`config.mk`:
```
export PLATFORM = sky130hd
export DESIGN_NAME = lock_keypad_tx_flat
export DESIGN_NICKNAME = d
export VERILOG_FILES = /design/src/rtl/lock_keypad_tx_if.sv /design/src/rtl/lock_keypad_tx.sv /design/src/flat_wrapper.sv
export SDC_FILE = /design/constraint.sdc
export NUM_CORES = 1
export LEC_CHECK = 0
export BUFFER_PORTS_ARGS = -buffer_cell sky130_fd_sc_hd__buf_2
export CAP_MARGIN = 30
export CORE_MARGIN = 5
export CORE_UTILIZATION = 49
export DETAILED_ROUTE_END_ITERATION = 10
export PLACE_DENSITY = 0.76
export SYNTH_ARGS = -nofsm -noshare
export SYNTH_HDL_FRONTEND = slang
export SYNTH_SLANG_ARGS = --single-unit
```
`constraint.sdc`:
```
create_clock -name clk -period 2 [get_ports clk]
set_clock_uncertainty 0.15 [all_clocks]
set_input_delay 0.1 -clock clk [delete_from_list [all_inputs] [get_ports clk]]
set_output_delay 0.1 -clock clk [all_outputs]
set_load 0.01 [all_outputs]
```
`src/rtl/lock_keypad_tx_if.sv`:
```
// rtl/lock_keypad_tx_if.sv - keypad, lock-verdict and status signals for lock_keypad_tx
interface lock_keypad_tx_if #(
  parameter int CODE_W   = 4,
  parameter int MAX_FAIL = 3
);
  localparam int FAIL_W = $clog2(MAX_FAIL + 1);
  localparam int DIG_W  = $clog2(CODE_W + 1);

  logic              key_valid;
  logic              key_bit;
  logic              key_clear;
  logic              key_enter;
  logic              unlocked_state;
  logic              filed_state;
  logic [CODE_W-1:0] password;
  logic              open;
  logic              busy;
  logic              lockout;
  logic [FAIL_W-1:0] fail_cnt;
  logic [DIG_W-1:0]  digit_cnt;
  logic              result_ok;
  logic              result_fail;
  logic              entry_err;

  modport master (
    output key_valid, key_bit, key_clear, key_enter, unlocked_state, filed_state,
    input  password, open, busy, lockout, fail_cnt, digit_cnt,
           result_ok, result_fail, entry_err
  );

  modport slave (
    input  key_valid, key_bit, key_clear, key_enter, unlocked_state, filed_state,
    output password, open, busy, lockout, fail_cnt, digit_cnt,
           result_ok, result_fail, entry_err
  );
endinterface

```
`src/rtl/lock_keypad_tx.sv`:
```
// rtl/lock_keypad_tx.sv - keypad code transmitter with failure lockout (LOCK_TX_MASK_EN hides partial entries)
module lock_keypad_tx #(
  parameter int CODE_W       = 4,
  parameter int MAX_FAIL     = 3,
  parameter int LOCKOUT_CYC  = 64,
  parameter int RESP_TIMEOUT = 16
) (
  input  logic            clk,
  input  logic            reset,
  lock_keypad_tx_if.slave bus
);
  localparam int FAIL_W = $clog2(MAX_FAIL + 1);
  localparam int DIG_W  = $clog2(CODE_W + 1);
  localparam int T_W    = $clog2(RESP_TIMEOUT + 1);
  localparam int L_W    = $clog2(LOCKOUT_CYC + 1);

  localparam logic [1:0] ST_ENTRY   = 2'b00;
  localparam logic [1:0] ST_WAIT    = 2'b01;
  localparam logic [1:0] ST_LOCKOUT = 2'b10;

  logic [1:0]        state_q;
  logic [CODE_W-1:0] shift_q;
  logic [DIG_W-1:0]  dcnt_q;
  logic [FAIL_W-1:0] fail_q;
  logic [T_W-1:0]    tcnt_q;
  logic [L_W-1:0]    lcnt_q;
  logic              open_q;
  logic              ok_q;
  logic              fail_pulse_q;
  logic              err_q;

  logic              dcnt_full;
  logic              enter_ok;
  logic              enter_bad;
  logic              key_shift;
  logic              timeout;
  logic              verdict_ok;
  logic              verdict_fail;
  logic              lock_done;
  logic [FAIL_W-1:0] fail_inc;

  assign dcnt_full = (dcnt_q == DIG_W'(CODE_W));
  assign enter_ok  = (state_q == ST_ENTRY) && !bus.key_clear && bus.key_enter && dcnt_full;
  assign enter_bad = (state_q == ST_ENTRY) && !bus.key_clear && bus.key_enter && !dcnt_full;
  assign key_shift = (state_q == ST_ENTRY) && !bus.key_clear && !bus.key_enter
                     && bus.key_valid && !dcnt_full;
  assign timeout   = (tcnt_q == T_W'(RESP_TIMEOUT - 1));

  // Both verdicts high counts as a rejection, so ok needs filed_state low.
  assign verdict_ok   = (state_q == ST_WAIT) && bus.unlocked_state && !bus.filed_state;
  assign verdict_fail = (state_q == ST_WAIT) && (bus.filed_state || (!bus.unlocked_state && timeout));
  assign lock_done    = (state_q == ST_LOCKOUT) && (lcnt_q == L_W'(LOCKOUT_CYC - 1));
  assign fail_inc     = fail_q + FAIL_W'(1);

  always_ff @(posedge clk) begin
    if (reset) begin
      state_q      <= ST_ENTRY;
      shift_q      <= '0;
      dcnt_q       <= '0;
      fail_q       <= '0;
      tcnt_q       <= '0;
      lcnt_q       <= '0;
      open_q       <= 1'b0;
      ok_q         <= 1'b0;
      fail_pulse_q <= 1'b0;
      err_q        <= 1'b0;
    end else begin
      open_q       <= enter_ok;
      ok_q         <= verdict_ok;
      fail_pulse_q <= verdict_fail;
      err_q        <= enter_bad;

      if ((state_q == ST_ENTRY && bus.key_clear) || enter_bad || verdict_ok || verdict_fail) begin
        shift_q <= '0;
        dcnt_q  <= '0;
      end else if (key_shift) begin
        shift_q <= {shift_q[CODE_W-2:0], bus.key_bit};
        dcnt_q  <= dcnt_q + DIG_W'(1);
      end

      if (enter_ok) begin
        state_q <= ST_WAIT;
        tcnt_q  <= '0;
      end else if (verdict_ok) begin
        state_q <= ST_ENTRY;
        fail_q  <= '0;
      end else if (verdict_fail) begin
        // WAIT is only reachable with fail_q < MAX_FAIL, so fail_inc never wraps.
        fail_q <= fail_inc;
        if (fail_inc == FAIL_W'(MAX_FAIL)) begin
          state_q <= ST_LOCKOUT;
          lcnt_q  <= '0;
        end else begin
          state_q <= ST_ENTRY;
        end
      end else if (state_q == ST_WAIT) begin
        tcnt_q <= tcnt_q + T_W'(1);
      end else if (lock_done) begin
        state_q <= ST_ENTRY;
        fail_q  <= '0;
      end else if (state_q == ST_LOCKOUT) begin
        lcnt_q <= lcnt_q + L_W'(1);
      end else if (state_q != ST_ENTRY) begin
        state_q <= ST_ENTRY;
      end
    end
  end

`ifdef LOCK_TX_MASK_EN
  logic [CODE_W-1:0] pw_q;

  // The code appears on the lock bus only from the open cycle until the verdict.
  always_ff @(posedge clk) begin
    if (reset) begin
      pw_q <= '0;
    end else if (enter_ok) begin
      pw_q <= shift_q;
    end else if (state_q != ST_WAIT || verdict_ok || verdict_fail) begin
      pw_q <= '0;
    end
  end

  assign bus.password = pw_q;
`else
  assign bus.password = shift_q;
`endif

  assign bus.open        = open_q;
  assign bus.busy        = (state_q == ST_WAIT) || (state_q == ST_LOCKOUT);
  assign bus.lockout     = (state_q == ST_LOCKOUT);
  assign bus.fail_cnt    = fail_q;
  assign bus.digit_cnt   = dcnt_q;
  assign bus.result_ok   = ok_q;
  assign bus.result_fail = fail_pulse_q;
  assign bus.entry_err   = err_q;
endmodule

```
`src/flat_wrapper.sv`:
```
// flat-port wrapper written by rule: the top's interface ports become plain ports
module lock_keypad_tx_flat 
#(
  parameter int CODE_W       = 4,
  parameter int MAX_FAIL     = 3,
  parameter int LOCKOUT_CYC  = 64,
  parameter int RESP_TIMEOUT = 16
)
  (clk, reset, bus_key_valid, bus_key_bit, bus_key_clear, bus_key_enter, bus_unlocked_state, bus_filed_state, bus_password, bus_open, bus_busy, bus_lockout, bus_fail_cnt, bus_digit_cnt, bus_result_ok, bus_result_fail, bus_entry_err);
  lock_keypad_tx_if #(.CODE_W(CODE_W), .MAX_FAIL(MAX_FAIL)) bus_i ();
  input  logic clk;
  input  logic reset;
  input wire logic [$bits(bus_i.key_valid)-1:0] bus_key_valid;
  input wire logic [$bits(bus_i.key_bit)-1:0] bus_key_bit;
  input wire logic [$bits(bus_i.key_clear)-1:0] bus_key_clear;
  input wire logic [$bits(bus_i.key_enter)-1:0] bus_key_enter;
  input wire logic [$bits(bus_i.unlocked_state)-1:0] bus_unlocked_state;
  input wire logic [$bits(bus_i.filed_state)-1:0] bus_filed_state;
  output wire logic [$bits(bus_i.password)-1:0] bus_password;
  output wire logic [$bits(bus_i.open)-1:0] bus_open;
  output wire logic [$bits(bus_i.busy)-1:0] bus_busy;
  output wire logic [$bits(bus_i.lockout)-1:0] bus_lockout;
  output wire logic [$bits(bus_i.fail_cnt)-1:0] bus_fail_cnt;
  output wire logic [$bits(bus_i.digit_cnt)-1:0] bus_digit_cnt;
  output wire logic [$bits(bus_i.result_ok)-1:0] bus_result_ok;
  output wire logic [$bits(bus_i.result_fail)-1:0] bus_result_fail;
  output wire logic [$bits(bus_i.entry_err)-1:0] bus_entry_err;
  assign bus_i.key_valid = bus_key_valid;
  assign bus_i.key_bit = bus_key_bit;
  assign bus_i.key_clear = bus_key_clear;
  assign bus_i.key_enter = bus_key_enter;
  assign bus_i.unlocked_state = bus_unlocked_state;
  assign bus_i.filed_state = bus_filed_state;
  assign bus_password = bus_i.password;
  assign bus_open = bus_i.open;
  assign bus_busy = bus_i.busy;
  assign bus_lockout = bus_i.lockout;
  assign bus_fail_cnt = bus_i.fail_cnt;
  assign bus_digit_cnt = bus_i.digit_cnt;
  assign bus_result_ok = bus_i.result_ok;
  assign bus_result_fail = bus_i.result_fail;
  assign bus_entry_err = bus_i.entry_err;
  lock_keypad_tx #(.CODE_W(CODE_W), .MAX_FAIL(MAX_FAIL), .LOCKOUT_CYC(LOCKOUT_CYC), .RESP_TIMEOUT(RESP_TIMEOUT)) u_core (.clk(clk), .reset(reset), .bus(bus_i));
endmodule
```
==> impl_metrics.yaml <==
run_status:
  status: "finished, violations left"
  violations: "setup timing"
power_and_ir_drop:
  p_comb_share_pct: 6.4
  p_clk_share_pct: 28.1
  p_seq_share_pct: 65.6
  p_leak_uw: 0.000779
  vdd_drop_max_mv: 0.503
  p_int_uw: 637
  p_sw_uw: 186
  power_uw: 823
  p_per_area_nw_per_um2: 478
  switching_share_pct: 22.6
floorplan:
  ios: 23
  initial_core_util_pct: 52.0
  rows: 18
  coreArea_um2: 2500
  fp.dieArea_um2: 3780
  die_x_um: 61.5
  die_h_um: 61.5
place:
  io_buffers: 22
  place.gp.congestion: 0.871
  dp_hpwl_mm: 2.13
  dp.cells: 202
hold_path:
  hold_class: "input port to flip-flop"
  min_from: "bus_filed_state"
  min_to: "u_core.bus.result_fail"
  hold_depth: 4
global_route:
  antenna_found_initial: 0
  grt_pass1_vias: 1186
  grt_pass1_wl_mm: 4.93
  grt_overflow: 0
  grt_usage_pct: 17.4
  grt_max_degree: 16
synth:
  ys_seq_elements: 27
  synth.yosys.seq_area_share_pct: 41.6
  yosysTopAreaCell: "dfxtp_1"
  syn_nets: 156
  synthCells: 139
  yosys_warnings: 0
  netlist.area_leader.share_pct: 41.6
  synth_cell_types: 39
  synthTopCellsByArea: "dfxtp_1 (42%), ha_1 (8.7%), nor2_1 (4.9%)"
  avgSynthCellArea_um2: 9.34
  synth_area_um2: 1300
timing:
  relSlewSlack_pct: 80.8
  period_minus_slack_ns: 2.01
  setup_viol: 2
  finalCritPeriodShare_pct: 101
  setup_ws_ns: -0.0146
  hold_viol_final: 0
  worstMarginPinSlew_ns: 0.287
  rsz0062_at_grt: "yes"
  whs_ns: 0.0563
  drv_slew: 0
  max_freq_ghz: 0.496
critical_path:
  regToRegEndpoint: "u_core.lcnt_q[2]"
  end_kind: "flip-flop"
  critical_path_required_ns: 2.11
  crit_arrival_ns: 2.12
  startpoint_type: "flip-flop"
  r2r_cells: 8
  path_class: "flip-flop to flip-flop"
  regToRegSetupSlack_ns: -0.01
  r2r-start: "u_core.tcnt_q[0]"
  cp_max_fo: 3
drt:
  viasPerCell: 5.53
  avgRoutedWirePerCell_um: 13.9
  drt_first_iter_violations: 91
  ant_nets: 0
  drt_pass1_iterations: 4
  drcViolationCount: 0
  num_vias: 1184
  wl_mm: 2.97
finish:
  area_growth_pct: 32.6
  final_util_pct: 68.9
  drive_above_1_share_pct: 33.7
  diodes: 0
  final_cells: 214
  nets: 202
clock_tree:
  clk_pin_slew_ns: 0.14
  cts.sinks: 27
  cts-root-buf: "clkbuf_4"
  htreeDepth: 1
  cts_max_path_buffers: 2
  cts_tree: "built"
  cts_inserted_buffers: 3
  insertion_delay_ns: 0.32
run:
  maxCapViolCount: 0
cells in the mapped netlist (all sizes together):
master	n
a41oi	1
a221o	1
a211oi	1
nand4	3
xor2	2
a41o	1
nor2b	3
ha	9
nand2	7
o221a	1
a221oi	1
and3	7
nand3	6
mux2i	6
xnor2	3
o2111ai	1
and2	2
a22o	1
and4b	1
a21oi	4
and2b	1
nand2b	3
o21ai	5
mux2	1
a31oi	4
buf	1
nor3	4
o31ai	2
o211a	1
nor2	17
or3	1
nor3b	1
or2	1
dfxtp	27
inv	9
power groups by stage:
stage,logic (µW),registers (µW),clock network (µW)
global placement,41.5,551,0
global route,56.9,540,274
finish,52.4,540,231
CTS,49.0,540,241
floorplan,22.7,552,0
detailed placement,42.7,551,0
cell families after synthesis:
logic type / synth area share (%)
xor gates and xnor gates: 3.37
AOI/OAI and AO/OA: 13.0
muxes: 5.49
DFF: 41.6
buffers and inverters: 3.18
and+or+nand+nor: 24.7
adders and majority gates: 8.67
layout make-up:
cell class                 instances  area (µm²)
sequential                        27         543
clock inverter                     1        5.00
multi-input combinational        102         806
timing repair buffer              42         274
tap                               30        37.5
clock buffer                       3        22.5
fill                             201         778
inverter                           9        33.8
flip-flops by register name, summed over array words and instances (netlist names):
register / count
u_core.bus.digit_cnt: 3
u_core.bus.entry_err: 1
u_core.bus.fail_cnt: 2
u_core.bus.open: 1
u_core.bus.password: 4
u_core.bus.result_fail: 1
u_core.bus.result_ok: 1
u_core.lcnt_q: 7
u_core.state_q: 2
u_core.tcnt_q: 5
metal layers:
metal / track usage [%] / routed length (µm) / up-vias
met5: 0 / 0 / -
met4: 9.70 / 70 / 0
met3: 4.61 / 100 / 9
met2: 29.3 / 1570 / 21
met1: 19.9 / 1220 / 568
li1: - / - / 586
per-stage QoR:
| step | setup slack, ns | area [µm²] | setup TNS (ns) |
|---|---|---|---|
| 2_1_floorplan | 0.00207 | 1330 | 0 |
| 3_3_place_gp | -0.0255 | 1560 | -0.0680 |
| 3_5_place_dp | -0.104 | 1560 | -0.287 |
| 4_1_cts | -0.0548 | 1650 | -0.151 |
| 5_1_grt | -0.0920 | 1720 | -0.454 |
| 6_report | -0.0146 | 1720 | -0.0206 |
worst max-delay path, cell delays in order, from the launching register on:
cell     delay, ns
dfxtp_2       0.36
ha_4          0.15
and3_4        0.15
ha_4          0.16
nor2b_4       0.12
o211a_1       0.22
o221a_4       0.23
or2_4         0.24
a31oi_1       0.17
what timing repair did:
action | in CTS | in global routing
pin swaps | 7 | 6
endpoints found under the hold margin | 8 | 0
hold buffers | 4 | 0
setup buffers | 3 | 1
resized for setup | 0 | 11
endpoints found under the setup margin | 7 | 18
cloned | 0 | 0
layout by cell type, fill, tap and decap left out, types with 2 or more instances in the layout:
cell type | Yosys | final
dfxtp_1 | 27 | 25
mux2i_1 | 6 | 6
nor2b_4 | 1 | 2
nand3_1 | 6 | 6
and3_1 | 7 | 6
ha_1 | 9 | 6
buf_4 | 1 | 15
and2_1 | 2 | 2
nand2_1 | 7 | 7
xor2_1 | 2 | 2
dlygate4sd3_1 | 0 | 4
o21ai_2 | 0 | 2
inv_1 | 9 | 9
nor3_1 | 3 | 3
ha_4 | 0 | 2
xnor2_1 | 3 | 3
a21oi_1 | 4 | 4
nand2b_1 | 3 | 3
nand4_1 | 2 | 2
buf_2 | 0 | 22
nor2_1 | 17 | 17
a31oi_1 | 4 | 3
o21ai_0 | 3 | 3
dfxtp_2 | 0 | 2
clkbuf_4 | 0 | 3
how the worst max path moves through the flow:
stage / to / start / depth (start not counted)
3_3_place_gp: u_core.lcnt_q[2] / u_core.tcnt_q[1] / 8
5_1_grt: u_core.lcnt_q[2] / u_core.tcnt_q[0] / 8
2_1_floorplan: u_core.lcnt_q[2] / u_core.tcnt_q[1] / 8
4_1_cts: u_core.state_q[0] / u_core.tcnt_q[0] / 7
3_5_place_dp: u_core.lcnt_q[4] / u_core.tcnt_q[1] / 8
6_report: u_core.lcnt_q[2] / u_core.tcnt_q[0] / 8
Note: power is estimated with default switching activity, not from simulation.
